==> config.mk <==
export PLATFORM = sky130hd
export DESIGN_NAME = execute_stage_p
export DESIGN_NICKNAME = d
export VERILOG_FILES = /design/src/rtl/execute_stage_p.sv
export SDC_FILE = /design/constraint.sdc
export NUM_CORES = 1
export LEC_CHECK = 0
export ABC_AREA = 1
export ABC_CLOCK_PERIOD_IN_PS = 5600
export BUFFER_PORTS_ARGS = -buffer_cell sky130_fd_sc_hd__buf_2
export CELL_PAD_IN_SITES_DETAIL_PLACEMENT = 2
export CELL_PAD_IN_SITES_GLOBAL_PLACEMENT = 2
export CORE_MARGIN = 2
export CORE_UTILIZATION = 30
export CTS_CLUSTER_SIZE = 20
export DETAILED_ROUTE_END_ITERATION = 10
export HOLD_SLACK_MARGIN = 0.12
export PLACE_DENSITY_LB_ADDON = 0.1
export SETUP_SLACK_MARGIN = 0.02
export SKIP_CTS_REPAIR_TIMING = 1
export SLEW_MARGIN = 40
export SYNTH_ARGS = -nofsm -noshare
export SYNTH_HDL_FRONTEND = slang
export SYNTH_SLANG_ARGS = --single-unit
==> constraint.sdc <==
create_clock -name clk -period 5.6 [get_ports clk]
set_clock_uncertainty 0.1 [all_clocks]
set_input_delay 1.12 -clock clk [delete_from_list [all_inputs] [get_ports clk]]
set_output_delay 1.12 -clock clk [all_outputs]
set_load 0.02 [all_outputs]
==> src/rtl/execute_stage_p.sv <==
// execute_stage_p: execute stage of the 5-stage RISC-V core with its EX/MEM
// pipeline register. Implements the RV32I ALU, operand forwarding, branch
// condition evaluation, branch/jump target generation and fetch redirect.
// Optional feature macro: EXEC_MUL_EN. When defined, ALU op 4'hB is a
// multi-cycle shift-add multiplier that stalls the front of the pipe through
// BusyE. When undefined, op 4'hB yields zero and BusyE is tied low.
module execute_stage_p #(
    parameter int XLEN   = 32,
    parameter int REG_AW = 5
) (
    input  logic              clk,
    input  logic              reset,
    input  logic [XLEN-1:0]   RD1E,
    input  logic [XLEN-1:0]   RD2E,
    input  logic [XLEN-1:0]   ImmExtE,
    input  logic [XLEN-1:0]   PCE,
    input  logic [XLEN-1:0]   PCPlus4E,
    input  logic [REG_AW-1:0] RdE,
    input  logic              RegWriteE,
    input  logic              MemWriteE,
    input  logic              JumpE,
    input  logic              JalrE,
    input  logic              BranchE,
    input  logic              ALUSrcE,
    input  logic [1:0]        ResultSrcE,
    input  logic [3:0]        ALUControlE,
    input  logic [2:0]        BranchTypeE,
    input  logic [1:0]        ForwardAE,
    input  logic [1:0]        ForwardBE,
    input  logic [XLEN-1:0]   ResultW,
    input  logic              FlushE,
    output logic [XLEN-1:0]   PCTargetE,
    output logic              PCSrcE,
    output logic              BusyE,
    output logic [XLEN-1:0]   ALUResultM,
    output logic [XLEN-1:0]   WriteDataM,
    output logic [XLEN-1:0]   PCPlus4M,
    output logic [REG_AW-1:0] RdM,
    output logic              RegWriteM,
    output logic              MemWriteM,
    output logic [1:0]        ResultSrcM
);

    localparam int SHW   = $clog2(XLEN);
    localparam int CNT_W = $clog2(XLEN) + 1;

    // ALU operation encodings
    localparam logic [3:0] OP_ADD   = 4'h0;
    localparam logic [3:0] OP_SUB   = 4'h1;
    localparam logic [3:0] OP_AND   = 4'h2;
    localparam logic [3:0] OP_OR    = 4'h3;
    localparam logic [3:0] OP_XOR   = 4'h4;
    localparam logic [3:0] OP_SLT   = 4'h5;
    localparam logic [3:0] OP_SLTU  = 4'h6;
    localparam logic [3:0] OP_SLL   = 4'h7;
    localparam logic [3:0] OP_SRL   = 4'h8;
    localparam logic [3:0] OP_SRA   = 4'h9;
    localparam logic [3:0] OP_PASSB = 4'hA;
    localparam logic [3:0] OP_MUL   = 4'hB;

    // Forwarding select codes; 2'b11 falls back to the register file value
    localparam logic [1:0] FWD_RESW = 2'b01;
    localparam logic [1:0] FWD_ALUM = 2'b10;

    // JALR targets always have bit 0 cleared
    localparam logic [XLEN-1:0] LSB_CLR = ~{{(XLEN-1){1'b0}}, 1'b1};

    logic [XLEN-1:0] src_a_s;
    logic [XLEN-1:0] fwd_b_s;
    logic [XLEN-1:0] src_b_s;
    logic [SHW-1:0]  shamt_s;
    logic [XLEN-1:0] alu_result_s;
    logic [XLEN-1:0] mul_result_s;
    logic [XLEN-1:0] jalr_sum_s;
    logic            eq_s;
    logic            lt_s;
    logic            ltu_s;
    logic            branch_cond_s;
    logic            busy_s;

    assign shamt_s = src_b_s[SHW-1:0];

    // Operand forwarding for SrcA / FwdB and the immediate select for SrcB
    always_comb begin
        case (ForwardAE)
            FWD_RESW: src_a_s = ResultW;
            FWD_ALUM: src_a_s = ALUResultM;
            default:  src_a_s = RD1E;
        endcase
        case (ForwardBE)
            FWD_RESW: fwd_b_s = ResultW;
            FWD_ALUM: fwd_b_s = ALUResultM;
            default:  fwd_b_s = RD2E;
        endcase
        if (ALUSrcE) begin
            src_b_s = ImmExtE;
        end else begin
            src_b_s = fwd_b_s;
        end
    end

    // Main ALU; unused opcodes produce zero
    always_comb begin
        alu_result_s = {XLEN{1'b0}};
        case (ALUControlE)
            OP_ADD:   alu_result_s = src_a_s + src_b_s;
            OP_SUB:   alu_result_s = src_a_s - src_b_s;
            OP_AND:   alu_result_s = src_a_s & src_b_s;
            OP_OR:    alu_result_s = src_a_s | src_b_s;
            OP_XOR:   alu_result_s = src_a_s ^ src_b_s;
            OP_SLT:   alu_result_s = {{(XLEN-1){1'b0}}, ($signed(src_a_s) < $signed(src_b_s))};
            OP_SLTU:  alu_result_s = {{(XLEN-1){1'b0}}, (src_a_s < src_b_s)};
            OP_SLL:   alu_result_s = src_a_s << shamt_s;
            OP_SRL:   alu_result_s = src_a_s >> shamt_s;
            OP_SRA:   alu_result_s = $unsigned($signed(src_a_s) >>> shamt_s);
            OP_PASSB: alu_result_s = src_b_s;
            OP_MUL:   alu_result_s = mul_result_s;
            default:  alu_result_s = {XLEN{1'b0}};
        endcase
    end

    // Branch condition compares SrcA against FwdB, never against the immediate
    always_comb begin
        eq_s  = (src_a_s == fwd_b_s);
        lt_s  = ($signed(src_a_s) < $signed(fwd_b_s));
        ltu_s = (src_a_s < fwd_b_s);
        case (BranchTypeE)
            3'b000:  branch_cond_s = eq_s;
            3'b001:  branch_cond_s = ~eq_s;
            3'b100:  branch_cond_s = lt_s;
            3'b101:  branch_cond_s = ~lt_s;
            3'b110:  branch_cond_s = ltu_s;
            3'b111:  branch_cond_s = ~ltu_s;
            default: branch_cond_s = 1'b0;
        endcase
    end

    // Branch/jump target: register-relative for JALR, PC-relative otherwise
    always_comb begin
        jalr_sum_s = src_a_s + ImmExtE;
        if (JalrE) begin
            PCTargetE = jalr_sum_s & LSB_CLR;
        end else begin
            PCTargetE = PCE + ImmExtE;
        end
    end

    // Fetch redirect is suppressed while stalled or when this slot is killed
    always_comb begin
        PCSrcE = ((BranchE & branch_cond_s) | JumpE) & ~BusyE & ~FlushE;
    end

`ifdef EXEC_MUL_EN
    typedef enum logic [1:0] {
        MUL_IDLE = 2'b00,
        MUL_BUSY = 2'b01,
        MUL_DONE = 2'b10
    } mul_state_t;

    mul_state_t      state_r;
    mul_state_t      state_nxt_s;
    logic [XLEN-1:0] mcand_r;
    logic [XLEN-1:0] mplier_r;
    logic [XLEN-1:0] acc_r;
    logic [CNT_W-1:0] cnt_r;
    logic            start_s;
    logic            step_s;

    // Multiplier state register
    always_ff @(posedge clk or posedge reset) begin
        if (reset) begin
            state_r <= MUL_IDLE;
        end else begin
            state_r <= state_nxt_s;
        end
    end

    // Multiplier next state, stall request and datapath strobes
    always_comb begin
        state_nxt_s = state_r;
        busy_s      = 1'b0;
        start_s     = 1'b0;
        step_s      = 1'b0;
        case (state_r)
            MUL_IDLE: begin
                if ((ALUControlE == OP_MUL) && !FlushE) begin
                    start_s     = 1'b1;
                    busy_s      = 1'b1;
                    state_nxt_s = MUL_BUSY;
                end else begin
                    state_nxt_s = MUL_IDLE;
                end
            end
            MUL_BUSY: begin
                if (FlushE) begin
                    state_nxt_s = MUL_IDLE;
                end else begin
                    busy_s = 1'b1;
                    step_s = 1'b1;
                    if (cnt_r == CNT_W'(1)) begin
                        state_nxt_s = MUL_DONE;
                    end else begin
                        state_nxt_s = MUL_BUSY;
                    end
                end
            end
            MUL_DONE: begin
                state_nxt_s = MUL_IDLE;
            end
            default: begin
                state_nxt_s = MUL_IDLE;
            end
        endcase
    end

    // Shift-add datapath: operands latched at start, one partial product per cycle
    always_ff @(posedge clk or posedge reset) begin
        if (reset) begin
            mcand_r  <= {XLEN{1'b0}};
            mplier_r <= {XLEN{1'b0}};
            acc_r    <= {XLEN{1'b0}};
            cnt_r    <= {CNT_W{1'b0}};
        end else if (start_s) begin
            mcand_r  <= src_a_s;
            mplier_r <= src_b_s;
            acc_r    <= {XLEN{1'b0}};
            cnt_r    <= CNT_W'(XLEN);
        end else if (step_s) begin
            if (mplier_r[0]) begin
                acc_r <= acc_r + mcand_r;
            end else begin
                acc_r <= acc_r;
            end
            mcand_r  <= mcand_r << 1;
            mplier_r <= mplier_r >> 1;
            cnt_r    <= cnt_r - CNT_W'(1);
        end else begin
            mcand_r  <= mcand_r;
            mplier_r <= mplier_r;
            acc_r    <= acc_r;
            cnt_r    <= cnt_r;
        end
    end

    // Product is only presented to the ALU mux in the DONE cycle
    always_comb begin
        if (state_r == MUL_DONE) begin
            mul_result_s = acc_r;
        end else begin
            mul_result_s = {XLEN{1'b0}};
        end
    end
`else
    // Multiplier absent: op B yields zero and the pipe never stalls
    always_comb begin
        mul_result_s = {XLEN{1'b0}};
        busy_s       = 1'b0;
    end
`endif

    // Stall output; held low while reset is asserted so outputs clear at once
    always_comb begin
        BusyE = busy_s & ~reset;
    end

    // EX/MEM pipeline register; stalls and flushes insert an all-zero bubble
    always_ff @(posedge clk or posedge reset) begin
        if (reset) begin
            ALUResultM <= {XLEN{1'b0}};
            WriteDataM <= {XLEN{1'b0}};
            PCPlus4M   <= {XLEN{1'b0}};
            RdM        <= {REG_AW{1'b0}};
            RegWriteM  <= 1'b0;
            MemWriteM  <= 1'b0;
            ResultSrcM <= 2'b00;
        end else if (BusyE || FlushE) begin
            ALUResultM <= {XLEN{1'b0}};
            WriteDataM <= {XLEN{1'b0}};
            PCPlus4M   <= {XLEN{1'b0}};
            RdM        <= {REG_AW{1'b0}};
            RegWriteM  <= 1'b0;
            MemWriteM  <= 1'b0;
            ResultSrcM <= 2'b00;
        end else begin
            ALUResultM <= alu_result_s;
            WriteDataM <= fwd_b_s;
            PCPlus4M   <= PCPlus4E;
            RdM        <= RdE;
            RegWriteM  <= RegWriteE;
            MemWriteM  <= MemWriteE;
            ResultSrcM <= ResultSrcE;
        end
    end

endmodule

==> results.yml, run 1 <==
floorplanning:
  fp-row-count: 93
  coreArea_sq_um: 64600
  die_x_um: 260
  io_pins: 358
  initial_core_util: 0.304
  fp.dieArea_sq_um: 67500
  die_h_um: 260
global_routing:
  overflow: 0
  antenna_found_initial: 23
  grt_max_degree: 67
  grt_pass1_wl_mm: 216
  grt_usage: 0.435
  first_global_vias: 31300
clocking:
  htree_levels: 3
  clk_pin_slew_ns: 0.12
  clkSinkCount: 105
  cts_inserted_buffers: 9
  cts_tree: "done"
  clock_latency_ns: 0.41
  clockRootBuffer: "clkbuf_16"
  clockBufferDepth: 2
placed_design:
  dpl.hpwl_mm: 125
  dp.cells: 4973
  io_buffers: 356
  dp_slack_ns: -0.270
  gp_congestion: 1.02
timing:
  clock.fmax_mhz: 172
  hold_viol_final: 0
  finalWorstSetupSlack_ns: -0.202
  min_period_ns: 5.80
  slew_violations: 0
  tightest_slew_ns: 0.910
  finalSetupViolCount: 17
  rsz0062_at_grt: "yes"
  tns_ns: -1.75
  finalCritPeriodShare: 1.04
  relSlewSlack: 0.377
route:
  drc: 0
  dr.pass1.iters: 5
  viasPerCell: 6.16
  num_vias: 31000
  drt_iter0_markers: 3521
  wl_mm: 163
  ant_nets: 0
  routedWlPerCell_um: 32.4
worst_setup_path:
  startpoint_type: "primary input"
  cp.required_ns: 4.38
  crit_type: "in -> out"
  worst-path-max-fanout: 8
  worstPathArrival_ns: 4.58
  cp-end-kind: "output port"
finish:
  layout.nets: 4571
  multi_input_area_sq_um: 15400
  num-fill-cells: 8122
  drive_gt1_frac: 0.252
  final_cells: 5029
  area_growth_pct: 35.2
  regArea_sq_um: 2630
worst_hold_path:
  hp-class: "in -> async"
yosys:
  synth_top_area_share: 0.169
  synth_nets: 3873
  yosysWarnings: 0
  syn_area_sq_um: 19600
  avgSynthCellArea_sq_um: 5.69
  ys_ff_latch: 105
  yosys-top-cells-area: "nand2_1 (17%), nand3_1 (14%), dfrtp_1 (13%)"
  synthSimpleGateAreaFrac: 0.426
  yosys.area_share.adder: 0.132
  async_flop_share: 1.00
  synthMuxAreaShare: 0
  synth_compound_area_frac: 0.188
  synth_edf_count: 0
  yosys.area_share.xor_xnor: 0.00670
  synthFlopType: "dfrtp_1"
  yosysUniqueCellTypes: 58
  synth_area_leader_cell: "nand2_1"
  synth_top_family_by_area: "simple AND/OR/NAND/NOR gates"
  synth.yosys.seq_area_share: 0.134
  synthCells: 3449
pwr:
  power_mw: 6.96
  irDropWorstVdd_uv: 157
  p_leak_nw: 14.1
  power_density_nw_per_um2: 262
status:
  violations: "negative setup slack"
  outcome: "finished, violations left"
run:
  max_cap_viol_count: 0
## layer usage
metal,vias up,part of all wire,track usage,wire length (um)
met3,713,0.096,0.0770,15700
met2,1995,0.43,0.686,69400
li1,12900,-,-,-
met1,15400,0.40,0.556,64400
met4,18,0.082,0.249,13300
met5,-,0.00077,0,125
## cells in the mapped netlist (17+ instances only)
master / number
nand2_1: 885
buf_2: 70
inv_1: 367
nor2_1: 358
o22ai_1: 21
ha_1: 201
dfrtp_1: 105
o21bai_1: 19
nand4_1: 36
o21ai_0: 207
o21ai_1: 53
nand3_1: 557
a21o_1: 25
o21a_1: 17
buf_4: 19
nor3_1: 38
a21oi_1: 247
clkbuf_1: 42
## per-stage QoR
stage | hold WS [ns] | utilization | area, sq um
2_1_floorplan | 0.648 | - | 19600
3_3_place_gp | 0.733 | 0.391 | 25300
3_5_place_dp | 0.745 | 0.391 | 25300
4_1_cts | 0.781 | 0.396 | 25600
5_1_grt | 0.786 | 0.410 | 26500
6_report | 0.729 | 0.411 | 26500
## registers in the layout, indices dropped and copies added, names as in the netlist
| name | flops |
|---|---|
| RegWriteM | 1 |
| RdM | 5 |
| ALUResultM | 32 |
| WriteDataM | 32 |
| MemWriteM | 1 |
| PCPlus4M | 32 |
| ResultSrcM | 2 |
## power by group
part           internal [mW]  switching [mW]
registers              0.817          0.0966
logic                   1.77            3.50
clock network          0.328           0.450
## cells in the final DEF, fill, tap and decap left out, types with 5 or more instances in the layout
cell type and instances:
a211oi_1 6, a21o_1 25, a21oi_1 230, a21oi_2 17, a221oi_1 10, a31oi_1 12, buf_12 9, buf_2 352
buf_4 464, buf_6 7, clkbuf_16 11, dfrtp_1 105, diode_2 22, ha_1 182, ha_4 16, inv_1 349
inv_2 26, nand2_1 867, nand2_2 23, nand2_4 5, nand3_1 551, nand3_2 17, nand3b_1 6, nand4_1 36
nor2_1 347, nor2_2 11, nor3_1 36, o211ai_1 8, o21a_1 17, o21ai_0 178, o21ai_1 51, o21ai_2 28
o21ai_4 8, o21bai_1 19, o22ai_1 21, or2_0 5, or2_2 10, xor2_1 11
## path summary, 6_finish.rpt
path / cells past startpoint / slack [ns] / end / start
worst max-delay path: 23 / -0.20 / PCSrcE / ForwardAE[0]
worst min-delay path: 2 / 0.73 / PCPlus4M[27]$_DFF_PP0_ / reset
worst max register to register: 21 / 0.76 / ALUResultM[15]$_DFF_PP0_ / ALUResultM[10]$_DFF_PP0_
worst min register to register: 4 / 0.96 / WriteDataM[1]$_DFF_PP0_ / ALUResultM[1]$_DFF_PP0_
max in group asynchronous: 3 / 3.47 / ALUResultM[26]$_DFF_PP0_ / reset
min in group clk: 3 / 0.79 / PCPlus4M[12]$_DFF_PP0_ / PCPlus4E[12]
## worst max-delay path, cell delays in order
cell	delay, ns
buf_4	0.11
inv_1	0.07
ha_4	0.31
inv_6	0.08
buf_12	0.14
buf_4	0.14
or2_0	0.22
nand2_2	0.12
clkinvlp_4	0.29
ha_4	0.27
a21oi_1	0.24
o21ai_1	0.14
nand2_1	0.08
nand2_1	0.08
a21oi_2	0.16
buf_4	0.15
nand3_1	0.12
nand2_1	0.10
nand2_1	0.07
nand4_1	0.16
nand2_2	0.09
a21oi_2	0.17
buf_6	0.14
## logic make-up (layout without fill, tap and decap cells)
logic type | Yosys count | count (layout)
flip-flops | 105 | 105
AND/OR/NAND/NOR | 1937 | 1937
AO/OA/AOI/OAI | 658 | 658
XOR/XNOR | 15 | 15
buffers and inverters | 528 | 1231
adder cells (fa/ha/maj) | 205 | 205
other | 1 | 23
## area by class of cell
cell class | count | area share
well taps | 855 | 0.0403
flip-flops and latches | 105 | 0.0991
diodes | 22 | 0.00208
repair buffers | 834 | 0.209
inverters | 381 | 0.0546
clock buffers | 9 | 0.00849
clock inverters | 7 | 0.00354
multi-input cells | 2816 | 0.582
Power figures use the tool's default switching activity.
==> run 2, diff against run 1 <==
--- a/config.mk
+++ b/config.mk
@@ -14,6 +14,7 @@
 export CORE_UTILIZATION = 30
 export CTS_CLUSTER_SIZE = 20
 export DETAILED_ROUTE_END_ITERATION = 10
+export GPL_TIMING_DRIVEN = 0
 export HOLD_SLACK_MARGIN = 0.12
 export PLACE_DENSITY_LB_ADDON = 0.1
 export SETUP_SLACK_MARGIN = 0.02
==> results.yml, run 2 (synthesized netlist as in run 1, its figures left out) <==
status:
  outcome: "completed"
clocking:
  clock_latency_ns: 0.38
  clockBufferDepth: 2
  clkSinkCount: 105
  htree_levels: 3
  cts_tree: "done"
  clk_pin_slew_ns: 0.09
  clockRootBuffer: "clkbuf_16"
  cts_inserted_buffers: 9
floorplanning:
  io_pins: 358
  initial_core_util: 0.304
  die_h_um: 260
  die_x_um: 260
  coreArea_sq_um: 64600
  fp-row-count: 93
  fp.dieArea_sq_um: 67500
finish:
  top_regs: "ALUResultM x32, PCPlus4M x32, WriteDataM x32"
  drive_gt1_frac: 0.199
  mostFrequentLayoutCells: "nand2_1 (873), nand3_1 (544), buf_2 (406)"
  area_growth_pct: 24.4
  final_common_cell: "nand2_1"
  layout.nets: 4280
  num-fill-cells: 8346
  finalInstanceArea_sq_um: 24400
  postLayoutCoreUtil: 0.378
placed_design:
  dpl.hpwl_mm: 118
  placed_cell_area_sq_um: 22500
  io_buffers: 354
  gp_congestion: 1.03
run:
  max_cap_viol_count: 0
timing:
  min_period_ns: 5.53
  finalSetupViolCount: 0
  rsz0062_at_grt: "yes"
  tns_ns: 0
  hold_viol_final: 0
  slew_violations: 0
  tightest_slew_ns: 0.936
  finalCritPeriodShare: 0.988
  relSlewSlack: 0.376
  clock.fmax_mhz: 181
global_routing:
  grt_max_degree: 64
  overflow: 0
  grt_pass1_wl_mm: 196
  antenna_found_initial: 16
  first_global_vias: 27700
  grt_usage: 0.400
route:
  viasPerCell: 5.94
  drc: 0
  wl_mm: 143
  routedWlPerCell_um: 30.2
  drt_iter0_markers: 2548
  num_vias: 28100
  ant_nets: 0
  dr.pass1.iters: 5
worst_setup_path:
  cp-end-kind: "flop"
  worstPathArrival_ns: 5.70
  startpoint_type: "primary input"
  cp.required_ns: 5.77
  worst-path-max-fanout: 11
  crit_type: "in -> reg"
pwr:
  p_leak_nw: 12.5
  irDropWorstVdd_uv: 175
  power_density_nw_per_um2: 248
worst_hold_path:
  hp-class: "in -> async"
==> run 2: changes by cell type in the layout (fill, tap and decap cells not counted), moves of 12 or more <==
cell      delta
buf_2       +54
buf_4      -403
clkbuf_1    +38
inv_1       -14
nand2_2     -12
o21ai_0     -21
o21ai_4     +22
==> run 2: final cells by class <==
cell class / instances / area [sq um] / share of cell area
multi-input combinational: 2816 / 15800 / 0.649
sequential: 105 / 2630 / 0.108
timing repair buffer: 397 / 2150 / 0.0883
inverter: 381 / 1510 / 0.0617
tap: 855 / 1070 / 0.0438
buffer: 145 / 867 / 0.0355
clock buffer: 10 / 239 / 0.00980
clock inverter: 6 / 71.3 / 0.00292
antenna: 12 / 30.0 / 0.00123
timing repair inverter: 1 / 6.26 / 0.000256
==> run 2: worst paths after layout <==
path | from | to | slack (ns) | cells past startpoint
worst max-delay path | ForwardBE[0] | ALUResultM[26]$_DFF_PP0_ | 0.07 | 25
worst min-delay path | reset | WriteDataM[4]$_DFF_PP0_ | 0.62 | 2
worst max register to register | ALUResultM[2]$_DFF_PP0_ | ALUResultM[28]$_DFF_PP0_ | 0.80 | 23
worst min register to register | ALUResultM[31]$_DFF_PP0_ | WriteDataM[31]$_DFF_PP0_ | 0.80 | 4
max in group asynchronous | reset | RdM[4]$_DFF_PP0_ | 4.13 | 3
min in group clk | ALUResultM[31]$_DFF_PP0_ | WriteDataM[31]$_DFF_PP0_ | 0.80 | 4
==> run 2: per-stage QoR <==
stage | std cells | power (mW) | setup WS, ns | hold WS, ns
5_1_grt | 4724 | 6.34 | -0.0468 | 0.646
3_5_place_dp | 4659 | 4.85 | -1.05 | 0.764
3_3_place_gp | 4658 | 4.76 | -0.924 | 0.709
2_1_floorplan | 3449 | 3.22 | 0.413 | 0.648
4_1_cts | 4675 | 5.55 | -1.06 | 0.625
6_report | 4728 | 6.05 | 0.0685 | 0.619
==> run 2: critical path: stages <==
cell and delay (ns):
buf_2 0.11, inv_1 0.05, ha_1 0.26, buf_4 0.24, nand2_1 0.07, nand3_1 0.12
o211ai_2 0.24, nand2_1 0.24, buf_4 0.25, inv_2 0.13, clkbuf_4 0.28, ha_1 0.48
inv_1 0.15, nor2_1 0.21, nand3_1 0.18, inv_1 0.14, a21oi_2 0.12, o21ai_2 0.27
nand3b_1 0.15, nand3_1 0.10, nand2_1 0.05, nand3_1 0.21, nand3_1 0.21, nand2_1 0.21
inv_1 0.07
==> run 2: report_power, final <==
part	internal, mW	switching, mW	total (mW)	leakage (nW)
Combinational	1.25	3.20	4.46	11.0
Sequential	0.817	0.0723	0.889	1.38
Clock	0.331	0.372	0.703	0.149
Total	2.40	3.65	6.05	12.5
==> run 2: per-layer routing <==
layer / wire length, um / global-route usage / share of wire / up-vias
met5: 58 / 0 / 0.00041 / -
met4: 7880 / 0.179 / 0.055 / 10
met3: 10900 / 0.0546 / 0.076 / 305
met2: 63100 / 0.642 / 0.44 / 1315
met1: 60800 / 0.532 / 0.43 / 14100
li1: - / - / - / 12300
